File: src/rtl/branch_pkg.sv
// Shared types and constants for the branch/jump sequencing controller.
package branch_pkg;

    typedef enum logic [1:0] {
        IDLE     = 2'd0,
        EVAL     = 2'd1,
        REDIRECT = 2'd2
    } state_t;

    localparam logic [6:0] OP_BRANCH = 7'b1100011;
    localparam logic [6:0] OP_JAL    = 7'b1101111;
    localparam logic [6:0] OP_JALR   = 7'b1100111;

endpackage

File: src/rtl/sat_counter.sv
// Saturating up-counter for performance events; 1-cycle update latency.
// No backpressure: holds at all-ones once reached, cleared only by reset.
module sat_counter #(
    parameter int W = 16
) (
    input  logic         clk,
    input  logic         rst_n,
    input  logic         inc,
    output logic [W-1:0] cnt
);

    always_ff @(posedge clk or negedge rst_n) begin
        if (!rst_n) begin
            cnt <= '0;
        end else if (inc && (cnt != {W{1'b1}})) begin
            cnt <= cnt + 1'b1;
        end
    end

endmodule

File: src/rtl/branch_ctrl.sv
// Branch/jump sequencer: accept 1 cycle, resolve >=1 cycle, redirect until fetch accepts.
// Backpressure: br_ready low while busy and in the br_done cycle; redirect holds until redir_ready.
module branch_ctrl
    import branch_pkg::*;
#(
    parameter int XLEN  = 32,
    parameter int CNT_W = 16
) (
    input  logic             clk,
    input  logic             rst_n,
    input  logic             br_valid,
    output logic             br_ready,
    input  logic [XLEN-1:0]  br_instr,
    input  logic [XLEN-1:0]  br_pc,
    input  logic [XLEN-1:0]  br_imm,
    output logic [XLEN-1:0]  eu_instr,
    output logic [XLEN-1:0]  eu_pc,
    output logic [XLEN-1:0]  eu_imm,
    input  logic             eu_accept,
    input  logic             eu_wait,
    input  logic [XLEN-1:0]  eu_addr,
    output logic             redir_valid,
    input  logic             redir_ready,
    output logic [XLEN-1:0]  redir_addr,
    output logic             flush,
    output logic             stall_if,
    output logic             br_done,
    output logic             br_taken,
    output logic [CNT_W-1:0] stall_cnt
);

    state_t state, state_nxt;
    logic   latch_in, latch_addr, stall_inc;
    logic   done_nxt, taken_nxt, flush_nxt;

    // br_done gating keeps a resolved branch from overlapping the next accept.
    assign br_ready    = (state == IDLE) && !br_done;
    assign stall_if    = (state != IDLE);
    assign redir_valid = (state == REDIRECT);

    always_comb begin
        state_nxt  = state;
        latch_in   = 1'b0;
        latch_addr = 1'b0;
        stall_inc  = 1'b0;
        done_nxt   = 1'b0;
        taken_nxt  = 1'b0;
        flush_nxt  = 1'b0;
        case (state)
            IDLE: begin
                if (br_valid && br_ready) begin
                    latch_in  = 1'b1;
                    state_nxt = EVAL;
                end
            end
            EVAL: begin
                if (eu_wait) begin
                    stall_inc = 1'b1;
                end else if (eu_accept) begin
                    latch_addr = 1'b1;
                    state_nxt  = REDIRECT;
                end else begin
                    done_nxt  = 1'b1;
                    state_nxt = IDLE;
                end
            end
            REDIRECT: begin
                if (redir_ready) begin
                    flush_nxt = 1'b1;
                    done_nxt  = 1'b1;
                    taken_nxt = 1'b1;
                    state_nxt = IDLE;
                end
            end
            default: state_nxt = IDLE;
        endcase
    end

    always_ff @(posedge clk or negedge rst_n) begin
        if (!rst_n) begin
            state      <= IDLE;
            eu_instr   <= '0;
            eu_pc      <= '0;
            eu_imm     <= '0;
            redir_addr <= '0;
            flush      <= 1'b0;
            br_done    <= 1'b0;
            br_taken   <= 1'b0;
        end else begin
            state    <= state_nxt;
            flush    <= flush_nxt;
            br_done  <= done_nxt;
            br_taken <= taken_nxt;
            if (latch_in) begin
                eu_instr <= br_instr;
                eu_pc    <= br_pc;
                eu_imm   <= br_imm;
            end
            if (latch_addr) begin
                redir_addr <= eu_addr;
            end
        end
    end

    sat_counter #(.W(CNT_W)) u_stall_cnt (
        .clk   (clk),
        .rst_n (rst_n),
        .inc   (stall_inc),
        .cnt   (stall_cnt)
    );

endmodule

File: config.mk
export PLATFORM = sky130hd
export DESIGN_NAME = branch_ctrl
export DESIGN_NICKNAME = d
export VERILOG_FILES = /design/src/rtl/branch_pkg.sv /design/src/rtl/sat_counter.sv /design/src/rtl/branch_ctrl.sv
export SDC_FILE = /design/constraint.sdc
export NUM_CORES = 1
export LEC_CHECK = 0
export BUFFER_PORTS_ARGS = -buffer_cell sky130_fd_sc_hd__clkbuf_2
export CAP_MARGIN = 10
export CELL_PAD_IN_SITES_DETAIL_PLACEMENT = 2
export CELL_PAD_IN_SITES_GLOBAL_PLACEMENT = 2
export CORE_MARGIN = 8
export CORE_UTILIZATION = 31
export CTS_BUF_LIST = sky130_fd_sc_hd__clkbuf_8 sky130_fd_sc_hd__clkbuf_16
export CTS_CLUSTER_SIZE = 10
export DETAILED_ROUTE_END_ITERATION = 16
export PLACE_DENSITY_LB_ADDON = 0.1
export SLEW_MARGIN = 15
export SYNTH_ARGS = -nofsm -noshare
export SYNTH_HDL_FRONTEND = slang
export SYNTH_SLANG_ARGS = --single-unit
File: constraint.sdc
create_clock -name clk -period 3.8 [get_ports clk]
set_clock_uncertainty 0.05 [all_clocks]
set_input_delay 0.76 -clock clk [delete_from_list [all_inputs] [get_ports clk]]
set_output_delay 0.76 -clock clk [all_outputs]
set_load 0.02 [all_outputs]
=== After elaboration in Yosys (flattened, before gate mapping) ===
Index checks and enable logic that the tools add are counted.

* Add/subtract/negate cells: 1
* Eq/ne operators: 6
* Multiplexer cells: 17
* Reduce and logical (&&, ||, !) cells: 7

{| class="wikitable"
|+ Operators by type and width
! operator !! count
|-
| 16-bit by 1-bit adder with 16-bit output (second input constant) || 1
|-
| 16-bit inequality test (second input constant) || 1
|-
| 1-bit two-way mux || 11
|-
| 2-bit two-way mux || 4
|-
| 2-bit one-hot mux with 3 select lines || 1
|-
| 2-bit by 1-bit inequality test with 1-bit output (second input constant) || 2
|-
| 1-bit logical AND || 3
|-
| 3-bit AND reduction || 1
|-
| 2-bit by 1-bit == test with 1-bit output (second input constant) || 1
|-
| 2-bit == test (second input constant) || 1
|-
| 2-bit zero test || 1
|-
| 2-bit inequality test (second input constant) || 1
|-
| 1-bit one-hot mux with 2 select lines || 1
|-
| 2-bit nonzero test || 1
|-
| 1-bit zero test || 1
|}

* Register bits: 148
* Input port bits: 134
* Logic and storage cells: 39

=== Longest topological paths before layout ===
Gate-level depths: netlist of the first run.

* Depth in word-level cells: 5
* Mapped depth: 8
* Mapped depth without buffers: 7

=== By module ===
Synthesis of the first run repeated with hierarchy kept, for this count alone.

* Cells, all modules: 366
* Area total of the unflattened synthesis: 5,963.2 sq um

{| class="wikitable"
|+ By module, submodules not included
! module !! times used !! cells an instance !! area each (sq um) !! sequential area each (sq um)
|-
| branch_ctrl || 1 || 294 || 5,103.6 || 3,303.2
|-
| sat_counter || 1 || 72 || 859.6 || 400.4
|}

=== Least setup slack after synthesis of the first run ===
OpenSTA, ideal clock, no wires.

* Kind: register to register
* Start point: register state[0]
* End point: register eu_pc[10]
* Library setup time: 0.125 ns
* Data arrival time: 1.763 ns
* Data required time: 3.625 ns
* Slack: 1.863 ns
* Cell stages (with the launch flop): 8
* Path through: dfrtp_1 > inv_1 > ha_1 > and2b_1 > nand2_1 > buf_2 > buf_4 > mux2_2

* Longest elaborated chain between the ends: 5

{| class="wikitable"
|+ RTL lines
! element !! line !! RTL
|-
| start: declaration || branch_ctrl.sv:32 || <nowiki>state_t state, state_nxt;</nowiki>
|-
| start signal: assignment || branch_ctrl.sv:90 || <nowiki>state <= state_nxt;</nowiki>
|-
| 2-bit zero test || branch_ctrl.sv:37 || <nowiki>assign br_ready = (state == IDLE) && !br_done;</nowiki>
|-
| 1-bit logical AND || branch_ctrl.sv:37 ||
|-
| via br_ready || branch_ctrl.sv:12 || <nowiki>output logic br_ready,</nowiki>
|-
| 1-bit logical AND || branch_ctrl.sv:51 || <nowiki>if (br_valid && br_ready) begin</nowiki>
|-
| 1-bit two-way mux || branch_ctrl.sv:51 ||
|-
| 1-bit two-way mux || branch_ctrl.sv:49 || <nowiki>case (state)</nowiki>
|-
| end signal: assignment || branch_ctrl.sv:96 || <nowiki>eu_pc <= br_pc;</nowiki>
|-
| end: declaration || branch_ctrl.sv:17 || <nowiki>output logic [XLEN-1:0] eu_pc,</nowiki>
|}

The timed path passes the listed nets, and every way through them passes these cells.
A chain may end at the register's enable or synchronous reset.

=== Worst setup path after layout of the first run ===
* Start point: register state[0]
* End point: register eu_pc[3]

* Longest elaborated chain between the ends: 5

{| class="wikitable"
|+ RTL lines
! element !! line
|-
| 2-bit zero test (*) || branch_ctrl.sv:37, branch_ctrl.sv:49
|-
| 1-bit logical AND || branch_ctrl.sv:37
|-
| 1-bit logical AND || branch_ctrl.sv:51
|-
| 1-bit two-way mux || branch_ctrl.sv:51
|-
| 1-bit two-way mux (*) || branch_ctrl.sv:49
|}

Mark *: on every way between the ends. The rest lies on a longest branch, timed or not.

==> results of run 1 <==
==> cell type report <==
| class | instances | area (um^2) | share of cell area (%) |
|---|---|---|---|
| sequential | 148 | 3700 | 46.1 |
| timing repair buffer | 287 | 1480 | 18.4 |
| inverter | 4 | 15.0 | 0.187 |
| multi-input combinational | 199 | 1960 | 24.4 |
| tap | 234 | 293 | 3.64 |
| clock inverter | 13 | 131 | 1.64 |
| clock buffer | 19 | 453 | 5.64 |
==> registers in the layout, summed over array words and instances (netlist names) <==
signal,count
eu_imm,32
state,2
eu_instr,32
redir_addr,32
u_stall_cnt.cnt,16
br_done,1
br_taken,1
eu_pc,32
==> worst min-delay path by stage <==
stage | start | slack, ps | endpoint
final | rst_n | 300 | eu_imm[0]
after floorplan | rst_n | 410 | br_done
after global placement | u_stall_cnt.cnt[7] | 430 | u_stall_cnt.cnt[7]
after global routing | rst_n | 360 | eu_imm[0]
after detailed placement | eu_pc[7] | 440 | eu_pc[7]
after CTS | rst_n | 350 | eu_imm[0]
==> worst max-delay path, delay by kind of cell, from the launching register on <==
| kind | cells | cell delay (ps) |
|---|---|---|
| adder cells (fa/ha/maj) | 1 | 240 |
| buffers and inverters | 2 | 420 |
| flip-flops | 1 | 370 |
| AND/OR/NAND/NOR | 2 | 760 |
| multiplexers | 1 | 380 |
==> synthesized netlist by cell type (all sizes together), types with 2 or more instances <==
master    n
dfrtp   148
mux2    129
buf      14
nand2    11
nand3     7
xnor2     7
nor2      6
xor2      6
ha        4
inv       4
nand4     4
nor3      4
and3      3
a41oi     2
o21ai     2
==> cells by family after synthesis <==
| group | synth area share (%) |
|---|---|
| AOI/OAI and AO/OA | 1.28 |
| adders and majority gates | 0.870 |
| and+or+nand+nor | 4.52 |
| xor gates and xnor gates | 1.98 |
| muxes | 25.3 |
| buffers and inverters | 1.67 |
| DFF | 64.4 |
==> metrics by stage <==
stage / cells / utilization, % / cell area, um^2 / setup slack, ps
CTS: 904 / 43.5 / 8040 / 1380
global route: 904 / 43.5 / 8040 / 1240
finish: 904 / 43.5 / 8040 / 1420
floorplan: 366 / - / 5750 / 1860
detailed placement: 872 / 40.4 / 7450 / 1380
global placement: 872 / 40.4 / 7450 / 1500
==> per-layer routing <==
| layer | GRT usage (%) | vias up | wire length, um |
|---|---|---|---|
| met5 | 0 | - | 0 |
| met4 | 7.00 | 0 | 502 |
| met3 | 6.95 | 28 | 1660 |
| met2 | 29.5 | 165 | 9700 |
| met1 | 16.7 | 2050 | 6690 |
| li1 | - | 1861 | - |
==> placed cells by master, fill, tap and decap left out, types with 4 or more instances in the layout <==
cell       count
dfrtp_1      148
nand4_1        4
clkbuf_2     282
mux2_2       128
inv_1          6
clkbuf_16     17
nor2_1         6
ha_1           4
xnor2_1        7
nand3_1        5
xor2_1         6
nand2_1       10
==> power groups by stage <==
stage	clock network, mW	registers (mW)	logic, mW
after detailed placement	0	2.76	3.18
after global placement	0	2.71	3.09
final	1.66	2.72	3.11
after global routing	1.79	2.83	3.33
after floorplan	0	3.59	1.05
after CTS	1.72	2.74	3.19
==> impl_metrics.json, run 1 <==
{
  "total_power_mw": 7.49,
  "yosysTopAreaCell": "dfrtp_1",
  "path_max_fanout": 51,
  "clockRootBuffer": "clkbuf_16",
  "netlist_instances": 366,
  "synth-edff-count": 0,
  "fin_tns_setup_ps": 0,
  "vias_per_cell": 4.54,
  "worstSetupEndpoint": "eu_pc[3]",
  "report.final.slew_viol_count": 0,
  "grt_pass1_wl_mm": 29.4,
  "rsz0062_at_grt": "no",
  "drtAntennaViolNets": 0,
  "postCtsSetupBuffers": 0,
  "cts-buffers-inserted": 17,
  "relSlewSlack_pct": 47.9,
  "p_int_mw": 4.56,
  "post_cts_resized": 0,
  "synth.top_cells.by_area": "dfrtp_1 64%, mux2_2 25%, xnor2_1 1.1%, buf_2 0.96%, xor2_1 0.91%",
  "grt_max_degree": 79,
  "outcome": "finished clean",
  "cts_tree": "done",
  "grt_pass1_vias": 4940,
  "htree_levels": 4,
  "synthArstFlopShare_pct": 100,
  "die_area_um2": 23200,
  "worst_r2r_endpoint": "eu_pc[3]",
  "finalHoldViolations": 0,
  "ff2ff_setup_slack_ps": 1420,
  "grtUsageTotal_pct": 16.6,
  "die_y_um": 152,
  "timing.final.crit_share_pct": 62.7,
  "cts.sinks": 148,
  "worstSetupPathType": "flip-flop to flip-flop",
  "crit_path_start": "state[0]",
  "hold_class": "input pin to async pin",
  "pwr-share-clk_pct": 22.2,
  "fillerInstances": 1901,
  "p_leak_nw": 4.04,
  "r2r-start": "state[0]",
  "max_freq_mhz": 420,
  "cts_hold_buf": 0,
  "yosysWarningCount": 0,
  "clk_latency_ps": 420,
  "peakVddDrop_mv": 0.316,
  "ys.flop_type": "dfrtp_1",
  "io_pins": 284,
  "yosys_register_bits": 148,
  "synth_cell_types": 36,
  "coreArea_um2": 18500,
  "hpwl_mm": 14.4,
  "start_kind": "flip-flop",
  "worstPathCellList": "inv_1 -> ha_1 -> and2b_1 -> nand2_4 -> buf_12 -> mux2_2",
  "yosys.area.top_type_share_pct": 64.4,
  "seq_power_share_pct": 36.3,
  "synth_nets": 504,
  "timing.hold.ws_ps": 297,
  "p_sw_mw": 2.93,
  "clockBufferDepth": 2,
  "gr-total-overflow": 0,
  "critPathSlowestCell": "nand2_4",
  "diodes": 0,
  "firstDrtPassIters": 4,
  "drt-total-wl_mm": 18.6,
  "synthesis.area_um2": 5750,
  "p_sw_share_pct": 39.1,
  "die_w_um": 152,
  "setup_violations": 0,
  "areaGrowthSynthToFinish_pct": 39.6,
  "arrival_ps": 2630,
  "cpPeakStageDelay_ps": 550,
  "initial_core_util_pct": 31.2,
  "r2r_cells": 6,
  "end_kind": "flip-flop",
  "port_buffers": 283,
  "syn_avg_cell_area_um2": 15.7,
  "clk_pin_slew_ps": 60,
  "cellPowerDensity_nw_per_um2": 933,
  "post_drt_wl_per_cell_um": 20.5,
  "combPwrFrac_pct": 41.5,
  "antenna_found_initial": 0,
  "drt_iter0_drc": 146,
  "tightest_slew_ps": 782,
  "drcViolationCount": 0,
  "vias": 4104,
  "crit_required_ps": 4040,
  "layout_min_cycle_time_ps": 2380,
  "row_count": 50,
  "drv_cap": 0,
  "seq_area_frac_synth_pct": 64.4,
  "drive_above_1_share_pct": 67.9,
  "gp_congestion": 0.719,
  "final_nets": 795
}
(Power assumes the default switching activity.)
==> run 2: changes to the inputs <==
--- a/config.mk
+++ b/config.mk
@@ -5,12 +5,13 @@
 export SDC_FILE = /design/constraint.sdc
 export NUM_CORES = 1
 export LEC_CHECK = 0
+export ABC_AREA = 1
 export BUFFER_PORTS_ARGS = -buffer_cell sky130_fd_sc_hd__clkbuf_2
 export CAP_MARGIN = 10
 export CELL_PAD_IN_SITES_DETAIL_PLACEMENT = 2
 export CELL_PAD_IN_SITES_GLOBAL_PLACEMENT = 2
 export CORE_MARGIN = 8
-export CORE_UTILIZATION = 31
+export CORE_UTILIZATION = 26
 export CTS_BUF_LIST = sky130_fd_sc_hd__clkbuf_8 sky130_fd_sc_hd__clkbuf_16
 export CTS_CLUSTER_SIZE = 10
 export DETAILED_ROUTE_END_ITERATION = 16
==> constraint.sdc (replaced) <==
create_clock -name clk -period 2.2 [get_ports clk]
set_clock_uncertainty 0.05 [all_clocks]
set_input_delay 0.44 -clock clk [delete_from_list [all_inputs] [get_ports clk]]
set_output_delay 0.44 -clock clk [all_outputs]
set_load 0.02 [all_outputs]
==> run 2 against run 1 <==
Net effect:
- sequential share of layout area shrank 2.5 points
- non-clock buffer count grew 6
- combinational power grew 84%
- critical path depth shrank 1
- worst hold slack lost 130 ps
- utilization shrank 7.0 points
- routed wire length grew 26%
- critical path type is now flip-flop to output port
- largest power group unchanged
==> impl_metrics.json, run 2 <==
{
  "seq_area_frac_synth_pct": 60.8,
  "post_drt_wl_per_cell_um": 18.4,
  "drt-total-wl_mm": 23.4,
  "hpwl_mm": 18.1,
  "synth_nets": 791,
  "peakVddDrop_mv": 0.488,
  "io_pins": 284,
  "areaGrowthSynthToFinish_pct": 39.3,
  "yosysMostFrequentCell": "nand2_1",
  "combPwrFrac_pct": 42.5,
  "fin_cells": 1272,
  "synth-edff-count": 0,
  "drt_iter0_drc": 228,
  "die_area_um2": 28600,
  "coreArea_um2": 23300,
  "netlist_instances": 653,
  "cts_hold_buf": 1,
  "setup_slack_ps": 166,
  "gr-total-overflow": 0,
  "outcome": "finished clean",
  "p_sw_mw": 5.93,
  "final_core_utilization_pct": 36.5,
  "cts_tree": "done",
  "grt_pass1_vias": 6452,
  "drcViolationCount": 0,
  "crit_required_ps": 1710,
  "port_buffers": 283,
  "synthArstFlopShare_pct": 100,
  "vias_per_cell": 4.32,
  "row_count": 56,
  "clockBufferDepth": 2,
  "clk_pin_slew_ps": 70,
  "htree_levels": 4,
  "fin_tns_setup_ps": 0,
  "drtAntennaViolNets": 0,
  "gp_congestion": 0.758,
  "arrival_ps": 1540,
  "drive_above_1_share_pct": 39.0,
  "p_int_mw": 7.53,
  "final_cell_mix": "359 x nand2_1, 282 x clkbuf_2, 148 x dfrtp_1",
  "clockRootBuffer": "clkbuf_16",
  "syn_avg_cell_area_um2": 9.34,
  "path_max_fanout": 3,
  "cts-buffers-inserted": 17,
  "place_inst": 1238,
  "relSlewSlack_pct": 62.9,
  "synth.top_cells.by_area": "dfrtp_1 61%, nand2_1 22%, mux2_2 4.6%, mux2_1 1.3%, inv_1 1.2%",
  "yosys-top-cells-count": "359 x nand2_1, 148 x dfrtp_1, 25 x mux2_2",
  "mostFrequentLayoutCell": "nand2_1",
  "pwr-share-clk_pct": 22.4,
  "initial_core_util_pct": 26.2,
  "report.final.slew_viol_count": 0,
  "hold_class": "input pin to flip-flop",
  "postCtsSetupBuffers": 0,
  "antenna_found_initial": 1,
  "drv_cap": 0,
  "die_y_um": 169,
  "synthesis.area_um2": 6100,
  "timing.final.crit_share_pct": 92.5,
  "tightest_slew_ps": 557,
  "clk_latency_ps": 420,
  "finalHoldViolations": 0,
  "fillerInstances": 2690,
  "start_kind": "flip-flop",
  "end_kind": "output port",
  "max_freq_mhz": 492,
  "grt_pass1_wl_mm": 36.5,
  "p_leak_nw": 4.73,
  "seq_power_share_pct": 35.1,
  "yosys_register_bits": 148,
  "ys.flop_type": "dfrtp_1",
  "place_ws_ps": 201,
  "timing.hold.ws_ps": 163,
  "cellPowerDensity_nw_per_um2": 1580,
  "final_nets": 1077,
  "yosys.area.top_type_share_pct": 60.8,
  "worstSetupPathType": "flip-flop to output port",
  "synth_cell_types": 29,
  "post_cts_resized": 0,
  "p_sw_share_pct": 44.0,
  "yosysTopAreaCell": "dfrtp_1",
  "vias": 5489,
  "rsz0062_at_grt": "no",
  "die_w_um": 169,
  "firstDrtPassIters": 4,
  "grtUsageTotal_pct": 16.4,
  "yosysWarningCount": 0,
  "setup_violations": 0,
  "grt_max_degree": 56,
  "cts.sinks": 148,
  "layout_min_cycle_time_ps": 2030
}
==> run 2: cell types whose count changed after synthesis, sizes merged, moves of 7 or more <==
cell   previous run  this run
buf              14        21
nand2            11       363
inv               4        24
nor2              6        22
mux2            129        32
o21ai             2        10
==> run 2: cells by family after synthesis <==
| group | Yosys count | share of synthesized area [%] |
|---|---|---|
| flops | 148 | 60.8 |
| xor+xnor | 6 | 0.862 |
| fa+ha+maj | 4 | 0.821 |
| simple gates | 402 | 26.4 |
| compound gates | 11 | 1.19 |
| mux | 32 | 5.91 |
| buf+inv | 50 | 4.08 |
==> run 2: power groups by stage <==
stage	combinational, mW	clock (mW)	sequential, mW
after CTS	5.91	3.12	4.74
final	5.72	3.01	4.72
after detailed placement	5.87	0	4.77
after global routing	6.29	3.21	4.87
after global placement	5.64	0	4.68
after floorplan	2.02	0	6.13
==> run 2: critical path, cell delays in order (launching register included) <==
cell      delay (ps)
dfrtp_1          400
inv_1            100
ha_1             190
inv_2             60
nor2_2           150
clkbuf_2         220
==> run 2: per-layer routing <==
layer / vias up / wire length (um) / GRT usage, %
met5: - / 0 / 0
met4: 0 / 423 / 5.39
met3: 24 / 1970 / 6.59
met2: 166 / 12200 / 29.5
met1: 2726 / 8780 / 17.1
li1: 2573 / - / -
==> run 2: path summary, 6_finish.rpt <==
kind | from | end | slack, ps | cells past startpoint
max | state[0] | br_ready | 170 | 5
min | br_instr[16] | eu_instr[16] | 160 | 3
max reg2reg | state[0] | eu_imm[16] | 220 | 8
min reg2reg | eu_instr[0] | eu_instr[0] | 430 | 2
max in group asynchronous | rst_n | u_stall_cnt.cnt[15] | 970 | 3
min in group asynchronous | rst_n | u_stall_cnt.cnt[4] | 420 | 2
==> run 2: stage by stage <==
stage	total power [mW]	instance area, um^2
global route	14.4	8490
finish	13.5	8490
global placement	10.3	7880
floorplan	8.15	6100
CTS	13.8	8490
detailed placement	10.6	7880
==> run 2: cell type report <==
| type | instances | area, um^2 | area share, % |
|---|---|---|---|
| Inverter | 24 | 90.1 | 1.06 |
| Tap cell | 319 | 399 | 4.70 |
| Timing Repair Buffer | 293 | 1550 | 18.3 |
| Antenna cell | 1 | 2.50 | 0.0295 |
| Sequential cell | 148 | 3700 | 43.6 |
| Clock buffer | 19 | 453 | 5.33 |
| Clock inverter | 13 | 146 | 1.72 |
| Multi-Input combinational cell | 455 | 2150 | 25.3 |
